<file path="config.mk">
export PLATFORM = sky130hd
export DESIGN_NAME = chip8_draw_ctrl
export DESIGN_NICKNAME = d
export VERILOG_FILES = /design/src/rtl/chip8_draw_ctrl.sv
export SDC_FILE = /design/constraint.sdc
export NUM_CORES = 1
export LEC_CHECK = 0
export CORE_MARGIN = 10
export CORE_UTILIZATION = 53
export CTS_CLUSTER_DIAMETER = 120
export DETAILED_ROUTE_END_ITERATION = 10
export PLACE_DENSITY = 0.8
export SLEW_MARGIN = 0
export SYNTH_ARGS = -nofsm -noshare
export SYNTH_HDL_FRONTEND = slang
export SYNTH_SLANG_ARGS = --single-unit
</file>
<file path="constraint.sdc">
create_clock -name clk -period 2.77 [get_ports clk]
set_input_delay 0.554 -clock clk [delete_from_list [all_inputs] [get_ports clk]]
set_output_delay 0.554 -clock clk [all_outputs]
set_load 0.05 [all_outputs]
</file>
<file path="src/rtl/chip8_draw_ctrl.sv">
// CHIP-8 sprite-row draw / framebuffer clear controller for a 64x32, 256-byte framebuffer.
// CHIP8_DRAW_WRAP_EN: when defined, columns and rows wrap at the screen edge; otherwise they clip.
module chip8_draw_ctrl (
  input  logic       clk,
  input  logic       reset,
  input  logic       draw,
  input  logic [5:0] x,
  input  logic [4:0] y,
  input  logic [3:0] draw_row_index,
  input  logic [7:0] sprite_data,
  input  logic       clear,
  output logic [7:0] fb_addr,
  output logic       fb_re,
  output logic       fb_we,
  output logic [7:0] fb_wdata,
  input  logic [7:0] fb_rdata,
  output logic       display_done,
  output logic       collision,
  output logic       busy
);

  localparam int unsigned ROW_W = 5;
  localparam int unsigned COL_W = 3;
  localparam int unsigned BYTE_W = 8;

  typedef enum logic [3:0] {
    IDLE, RD0, CAP0, WR0, RD1, CAP1, WR1, CLR, DONE
  } state_t;

  state_t state, state_d;

  logic              armed, armed_d;
  logic [BYTE_W-1:0] left_q, left_d;
  logic [BYTE_W-1:0] right_q, right_d;
  logic [ROW_W-1:0]  row_q, row_d;
  logic [COL_W-1:0]  col1_q, col1_d;
  logic              second_q, second_d;
  logic              coll_q, coll_d;

  logic [BYTE_W-1:0] fb_addr_d, fb_wdata_d;
  logic              fb_re_d, fb_we_d, done_d, collision_d, busy_d;

  // Operand decode from the live inputs, used only in the accepting IDLE cycle
  logic [ROW_W:0]    row_sum;
  logic [ROW_W-1:0]  row_in;
  logic [COL_W-1:0]  shift_in, col_in, col1_in;
  logic [BYTE_W-1:0] left_in, right_in;
  logic              row_ok, second_in;

  always_comb begin
    row_sum  = {1'b0, y} + {2'b00, draw_row_index};
    row_in   = row_sum[ROW_W-1:0];
    shift_in = x[2:0];
    col_in   = x[5:3];
    col1_in  = col_in + 3'd1;
    left_in  = sprite_data >> shift_in;
    right_in = sprite_data << (4'd8 - {1'b0, shift_in});
`ifdef CHIP8_DRAW_WRAP_EN
    row_ok    = 1'b1;
    second_in = (shift_in != 3'd0);
`else
    row_ok    = !row_sum[ROW_W];
    second_in = (shift_in != 3'd0) && (col_in != 3'd7);
`endif
  end

  always_ff @(posedge clk or posedge reset) begin
    if (reset) begin
      state        <= IDLE;
      armed        <= 1'b1;
      left_q       <= '0;
      right_q      <= '0;
      row_q        <= '0;
      col1_q       <= '0;
      second_q     <= 1'b0;
      coll_q       <= 1'b0;
      fb_addr      <= '0;
      fb_re        <= 1'b0;
      fb_we        <= 1'b0;
      fb_wdata     <= '0;
      display_done <= 1'b0;
      collision    <= 1'b0;
      busy         <= 1'b0;
    end else begin
      state        <= state_d;
      armed        <= armed_d;
      left_q       <= left_d;
      right_q      <= right_d;
      row_q        <= row_d;
      col1_q       <= col1_d;
      second_q     <= second_d;
      coll_q       <= coll_d;
      fb_addr      <= fb_addr_d;
      fb_re        <= fb_re_d;
      fb_we        <= fb_we_d;
      fb_wdata     <= fb_wdata_d;
      display_done <= done_d;
      collision    <= collision_d;
      busy         <= busy_d;
    end
  end

  // Next state plus next values of every registered output
  always_comb begin
    state_d     = state;
    armed_d     = armed;
    left_d      = left_q;
    right_d     = right_q;
    row_d       = row_q;
    col1_d      = col1_q;
    second_d    = second_q;
    coll_d      = coll_q;
    fb_addr_d   = fb_addr;
    fb_wdata_d  = fb_wdata;
    fb_re_d     = 1'b0;
    fb_we_d     = 1'b0;
    done_d      = 1'b0;
    collision_d = 1'b0;

    case (state)
      IDLE: begin
        if (clear) begin
          state_d    = CLR;
          fb_we_d    = 1'b1;
          fb_addr_d  = '0;
          fb_wdata_d = '0;
        end else if (draw && armed) begin
          left_d   = left_in;
          right_d  = right_in;
          row_d    = row_in;
          col1_d   = col1_in;
          second_d = second_in;
          coll_d   = 1'b0;
          if (!row_ok) begin
            state_d = DONE;
            done_d  = 1'b1;
          end else begin
            state_d   = RD0;
            fb_re_d   = 1'b1;
            fb_addr_d = {row_in, col_in};
          end
        end
      end
      RD0: state_d = CAP0;
      CAP0: begin
        state_d    = WR0;
        fb_we_d    = 1'b1;
        fb_wdata_d = fb_rdata ^ left_q;
        coll_d     = |(fb_rdata & left_q);
      end
      WR0: begin
        if (second_q) begin
          state_d   = RD1;
          fb_re_d   = 1'b1;
          fb_addr_d = {row_q, col1_q};
        end else begin
          state_d     = DONE;
          done_d      = 1'b1;
          collision_d = coll_q;
        end
      end
      RD1: state_d = CAP1;
      CAP1: begin
        state_d    = WR1;
        fb_we_d    = 1'b1;
        fb_wdata_d = fb_rdata ^ right_q;
        coll_d     = coll_q | (|(fb_rdata & right_q));
      end
      WR1: begin
        state_d     = DONE;
        done_d      = 1'b1;
        collision_d = coll_q;
      end
      CLR: begin
        if (fb_addr == 8'hFF) begin
          state_d = DONE;
          done_d  = 1'b1;
        end else begin
          fb_we_d    = 1'b1;
          fb_addr_d  = fb_addr + 8'd1;
          fb_wdata_d = '0;
        end
      end
      DONE: state_d = IDLE;
      default: state_d = IDLE;
    endcase

    // A held draw must be seen low once after completion before the next one is taken
    if (done_d) armed_d = 1'b0;
    else if (!draw) armed_d = 1'b1;

    busy_d = (state_d != IDLE);
  end

endmodule
</file>
# Yosys cells after proc, flatten, opt, wreduce, memory -nomap -nowiden
# Cells that the tools add are included.
[totals]
ff_bits = 52
inputBits = 35
wordCells = 95
[classes]
n_addsub = 4
eq_ne = 17
n_shift = 2
n_mux = 36
bitwise_logic = 6
n_reduce_logical = 15
[op_table]
columns = ["op", "n"]
rows = [
  ["8-bit 2-to-1 mux", 7],
  ["4-bit one-hot mux with 8 select lines", 1],
  ["8-bit one-hot mux with 4 select lines", 1],
  ["8-bit one-hot mux with 3 select lines", 1],
  ["4-bit 2-to-1 mux", 5],
  ["8-bit AND", 2],
  ["4-bit by 3-bit equality test with 1-bit output, second input constant", 4],
  ["1-bit 2-to-1 mux", 16],
  ["8-bit OR reduction", 2],
  ["8-bit bitwise XOR", 2],
  ["2-bit != test, second input constant", 5],
  ["3-bit != test, second input constant", 3],
  ["3-bit AND reduction", 3],
  ["3-bit nonzero test", 3],
  ["8-bit by 1-bit adder with 8-bit output, second input constant", 1],
  ["4-bit by 2-bit equality test with 1-bit output, second input constant", 2],
  ["8-bit equality test, second input constant", 1],
  ["4-bit nonzero test", 2],
  ["8-bit by 4-bit left shift with 8-bit output", 1],
  ["8-bit by 3-bit >> shifter with 8-bit output", 1],
  ["5-bit by 4-bit adder with 6-bit output", 1],
  ["1-bit one-hot mux with 3 select lines", 2],
  ["5-bit AND reduction", 1],
  ["4-bit by 1-bit equality test with 1-bit output, second input constant", 1],
  ["10 further kinds", 12],
]

# Depth between registers and ports, before layout
[logic_depth]
ltp_word = 6
ltp_mapped = 9
depth_no_buf = 7

# Worst setup path before layout
# Ideal clock, no wire load.
[synth_path]
path_kind = "input to register"
start = "in x[0]"
end = "reg right_q[6]"
setup_ps = 142
arrival_time_ps = 2422
t_required_ps = 2628
slack_ps = 207
cell_stages = 9
path_buffers = 2
cell_sequence = "clkbuf_1 inv_1 ha_1 clkbuf_1 mux2_2 nand2_1 o21ai_0 mux2i_1 o21ai_0"
[synth_via]
elab_chain_cells = 2
[synth_rtl]
columns = ["item", "line_no", "text"]
rows = [
  ["start: declaration", "7", "input logic [5:0] x,"],
  ["4-bit by 3-bit subtractor with 4-bit output", "57", "right_in = sprite_data << (4'd8 - {1'b0, shift_in});"],
  ["8-bit by 4-bit left shift with 8-bit output", "57", ""],
  ["end signal: assignment", "88", "right_q <= right_d;"],
  ["end: declaration", "34", "logic [BYTE_W-1:0] right_q, right_d;"],
]
# Every way passes these cells.
# A chain may end at the register's enable or synchronous reset.

# Worst setup path in the final report
[layout_path]
start = "in y[1]"
end = "reg fb_addr[0]"
[layout_via]
elab_chain_cells = 3
[layout_rtl]
columns = ["item", "line_no", "text"]
rows = [
  ["start: declaration", "8", "input logic [4:0] y,"],
  ["5-bit by 4-bit adder with 6-bit output", "51", "row_sum = {1'b0, y} + {2'b00, draw_row_index};"],
  ["3-bit != test (no line)", "-", ""],
  ["5-bit AND reduction (no line)", "-", ""],
  ["end signal: assignment", "93", "fb_addr <= fb_addr_d;"],
  ["end: declaration", "12", "output logic [7:0] fb_addr,"],
]
# Every way passes these cells.

==> results.md <==
* Status: completed
* Post-CTS setup repair buffer count at 0
* Syn Nets at between 300 and 400
* WP data arrival at 2.71 ns
* Num CTS Buffers at 5
* Setup ws final at 0.2593 ns
* Slew Viols, Final at 0
* CP top delay family: compound AO/OA/AOI/OAI gates
* Clk slew on worst S/H paths at around 0.09 ns
* CTS Hold Bufs at 0
* # DRC at 0
* Hold wc startpoint: armed
* Hpwl dp at 6542 um
* Yosys top cell by area: dfrtp_1
* Post-DR wirelength/cell at 17.87 um
* DIE AREA at between 9000 and 10000 um2
* Die H at approximately 97 um
* Port bufs at 55
* Initial antenna violation count at 0
* Ant diodes at 0
* Seq/Total Area, Yosys at 0.4108
* Num rows at 28
* Share of cells above drive strength 1 at 0.09343
* Placed cells at between 400 and 500
* Worst Hold Class: reg2reg
* Nets at 441
* Final period utilization at 0.9064
* Hold Path Depth at 2
* Unrepaired setup endpoints after global routing: false
* Total routed wirelength at 8416 um
* Vias in the first global route at 2911
* Clock buffer depth at 2
* Fin Clk Skew at 0.006823 ns
* Reg2Reg Launch Point: fb_addr[0]
* GRT overflow at 0
* Final Hold Viols at 0
* Place WS at -0.03291 ns
* Initial DRT Pass Iterations at 6
* Worst path required time at 2.97 ns
* Synth cell types at 59
* Mapped Area at about 3200 um2
* Max-slew headroom at 0.5901
* ANT nets after route at 0
* 1st-iter DRT viols at between 150 and 200
* All-Layer GR Usage at 0.1749
* PwrDens at 999.7 nW/um2
* Crit-path slowest cell: clkdlybuf4s50_1
* R2R cell count at 6
* Initial Util at 0.5419
* Layout area overhead at 25.85%
* Max-cap check violation count at 0
* Dpl cell area at around 3900 um2
* Peak Freq at about 400 MHz
* CP Cell Sequence: clkdlybuf4s50_1 > ha_1 > a211oi_1 > nor3b_1 > o31a_1 > or2_1 > mux2_4
* Post-cts resize count at 0
* Overall power at 0.003989 W
* CP startpoint: y[1]
* Setup crit start kind: input port
* Final min period at 2.511 ns
* Via Count at approximately 2800
* Vias per inst at just under 6
* Worst hold endpoint: armed
* Avg Inst Size Synth at 9.521 um2
* Area share of the largest cell type after synthesis at 0.4025
* Kind of critical path: in2reg
* Synth top area cells: dfrtp_1 40%, mux2i_1 6.9%, nand2_1 6.3%, o21ai_0 4.3%, ha_1 3.6%
* Post-route cell area at approximately 4000 um2
* Worst-margin pin slew at 0.6101 ns
* Number of flops mapped to enable cells by yosys at 0
* Max incr delay on CP at 0.43 ns
* Area of the core at 5851 um2
* Worst R2R Setup Slack at roughly 0.47 ns
* Worst R2R End: busy
* Die X at slightly below 100 um
* Placer Congestion at 0.8744
* Worst path bufs/invs at 1
* Synth Instances at 333
* Synth Flop Type: dfrtp_1
* Leak at approximately 1.8 nW
* Clk sinks at 52
* Worst vdd ir at 0.5419 mV
* Pin count of the biggest net entering global routing at 33
* Final instance count without filler cells at approximately 470
* CTS root buf: clkbuf_8
* Endpoints failing setup at 0
* Global-route wire length before repair at ~14000 um
* Crit Path Max Fanout at 8
* Seq cells post-synth at 52
* CTS tree: done
* H-tree lvl count at 2
* CP endpoint kind: flip-flop
* Clk_lat worst skew at 0.31 ns
* Asr flop ratio synth at 1.000
* YS warnings at 0
* IO Pins at 56
-- cell type report --
| class | count | area (um2) |
|---|---|---|
| inverters | 11 | 41.29 |
| clock buffers | 5 | 68.82 |
| clock inverters | 2 | 60.06 |
| repair buffers | 73 | 685.7 |
| well taps | 75 | 93.84 |
| flip-flops and latches | 52 | 1303 |
| multi-input cells | 253 | 1738 |
| fillers | 446 | 1861 |
-- Yosys cell counts (3+ instances only) --
| master | count |
|---|---|
| a211oi_1 | 3 |
| a21oi_1 | 4 |
| a221oi_1 | 4 |
| a222oi_1 | 5 |
| a22o_1 | 12 |
| a22oi_1 | 4 |
| a31oi_1 | 7 |
| and2_1 | 3 |
| buf_2 | 5 |
| clkbuf_1 | 9 |
| dfrtp_1 | 51 |
| ha_1 | 9 |
| inv_1 | 10 |
| mux2i_1 | 22 |
| nand2_1 | 53 |
| nand3_1 | 7 |
| nand4_1 | 3 |
| nor2_1 | 21 |
| nor3_1 | 7 |
| o211ai_1 | 3 |
| o21ai_0 | 27 |
| o31ai_1 | 9 |
| xnor2_1 | 9 |
| xor2_1 | 3 |
-- sequential cells by signal, indices dropped and copies added (netlist names), 3 cells and up --
signal	flops
right_q	8
fb_wdata	8
left_q	8
state	4
row_q	5
fb_addr	8
col1_q	3
-- worst register-to-register path, stage by stage (launching register included) --
cell and delay (ns):
dfrtp_1 0.46, ha_1 0.22, nand3_1 0.17, nor4_4 0.40, a211o_1 0.34, o31ai_1 0.18
or4_1 0.42
-- cell usage in the layout, fill, tap and decap left out, types with 2 or more instances in the layout --
| cell | count |
|---|---|
| clkdlybuf4s50_1 | 55 |
| o211a_1 | 2 |
| nand2_1 | 53 |
| a22o_1 | 12 |
| mux2_2 | 2 |
| nor3_1 | 7 |
| or3_1 | 2 |
| a222oi_1 | 5 |
| nor2b_1 | 2 |
| bufinv_16 | 2 |
| a221oi_1 | 4 |
| o41ai_1 | 2 |
| ha_1 | 9 |
| buf_4 | 18 |
| nor3b_1 | 2 |
| xor2_1 | 3 |
| clkbuf_8 | 5 |
| xnor2_1 | 9 |
| nor2_1 | 21 |
| inv_1 | 9 |
| o31ai_1 | 9 |
| dfrtp_1 | 51 |
| nand4_1 | 3 |
| a22oi_1 | 4 |
| nand3_1 | 7 |
| a21oi_1 | 4 |
| o211ai_1 | 3 |
| a211oi_1 | 3 |
| a31oi_1 | 7 |
| a32o_1 | 2 |
| o21ai_0 | 27 |
| mux2i_1 | 22 |
| and2_1 | 3 |
-- per-layer routing --
| metal | global-route usage | routed length, um |
|---|---|---|
| met1 | 0.2086 | 3511 |
| met2 | 0.3056 | 4322 |
| met3 | 0.03841 | 463 |
| met4 | 0.05257 | 119 |
| met5 | 0 | 0 |
-- worst max path at each step --
| stage | end | slack (ns) | cells after the start |
|---|---|---|---|
| after floorplan | right_q[6] | 0.21 | 9 |
| after global placement | fb_addr[0] | 0.03 | 7 |
| after detailed placement | busy | -0.03 | 7 |
| after CTS | fb_addr[0] | 0.28 | 7 |
| after global routing | busy | 0.15 | 7 |
| final | fb_addr[0] | 0.26 | 7 |
-- power breakdown --
group | internal (W) | leakage (nW) | switching (W)
Combinational | 0.000818 | 1.03 | 0.00115
Sequential | 0.00108 | 0.665 | 0.000342
Clock | 0.000355 | 0.0642 | 0.000243
Total | 0.00225 | 1.76 | 0.00174
-- metrics by stage --
stage               TNS (ns)  utilization  hold slack (ns)
finish                     0       0.6820           0.4768
global route               0       0.6820           0.4961
CTS                        0       0.6820           0.4832
detailed placement  -0.06353       0.6600           0.4621
global placement           0       0.6600           0.4573
floorplan                  0            -           0.4446
-- cell families (layout without fill, tap and decap cells) --
kind of cell | Yosys count | after routing | synth area share
xor+xnor | 12 | 12 | 0.03315
buf+inv | 28 | 91 | 0.04104
fa+ha+maj | 10 | 10 | 0.04183
flops | 52 | 52 | 0.4108
compound gates | 94 | 94 | 0.2151
simple gates | 111 | 111 | 0.1697
mux | 26 | 26 | 0.08840
Note: power is estimated with default switching activity, not from simulation.
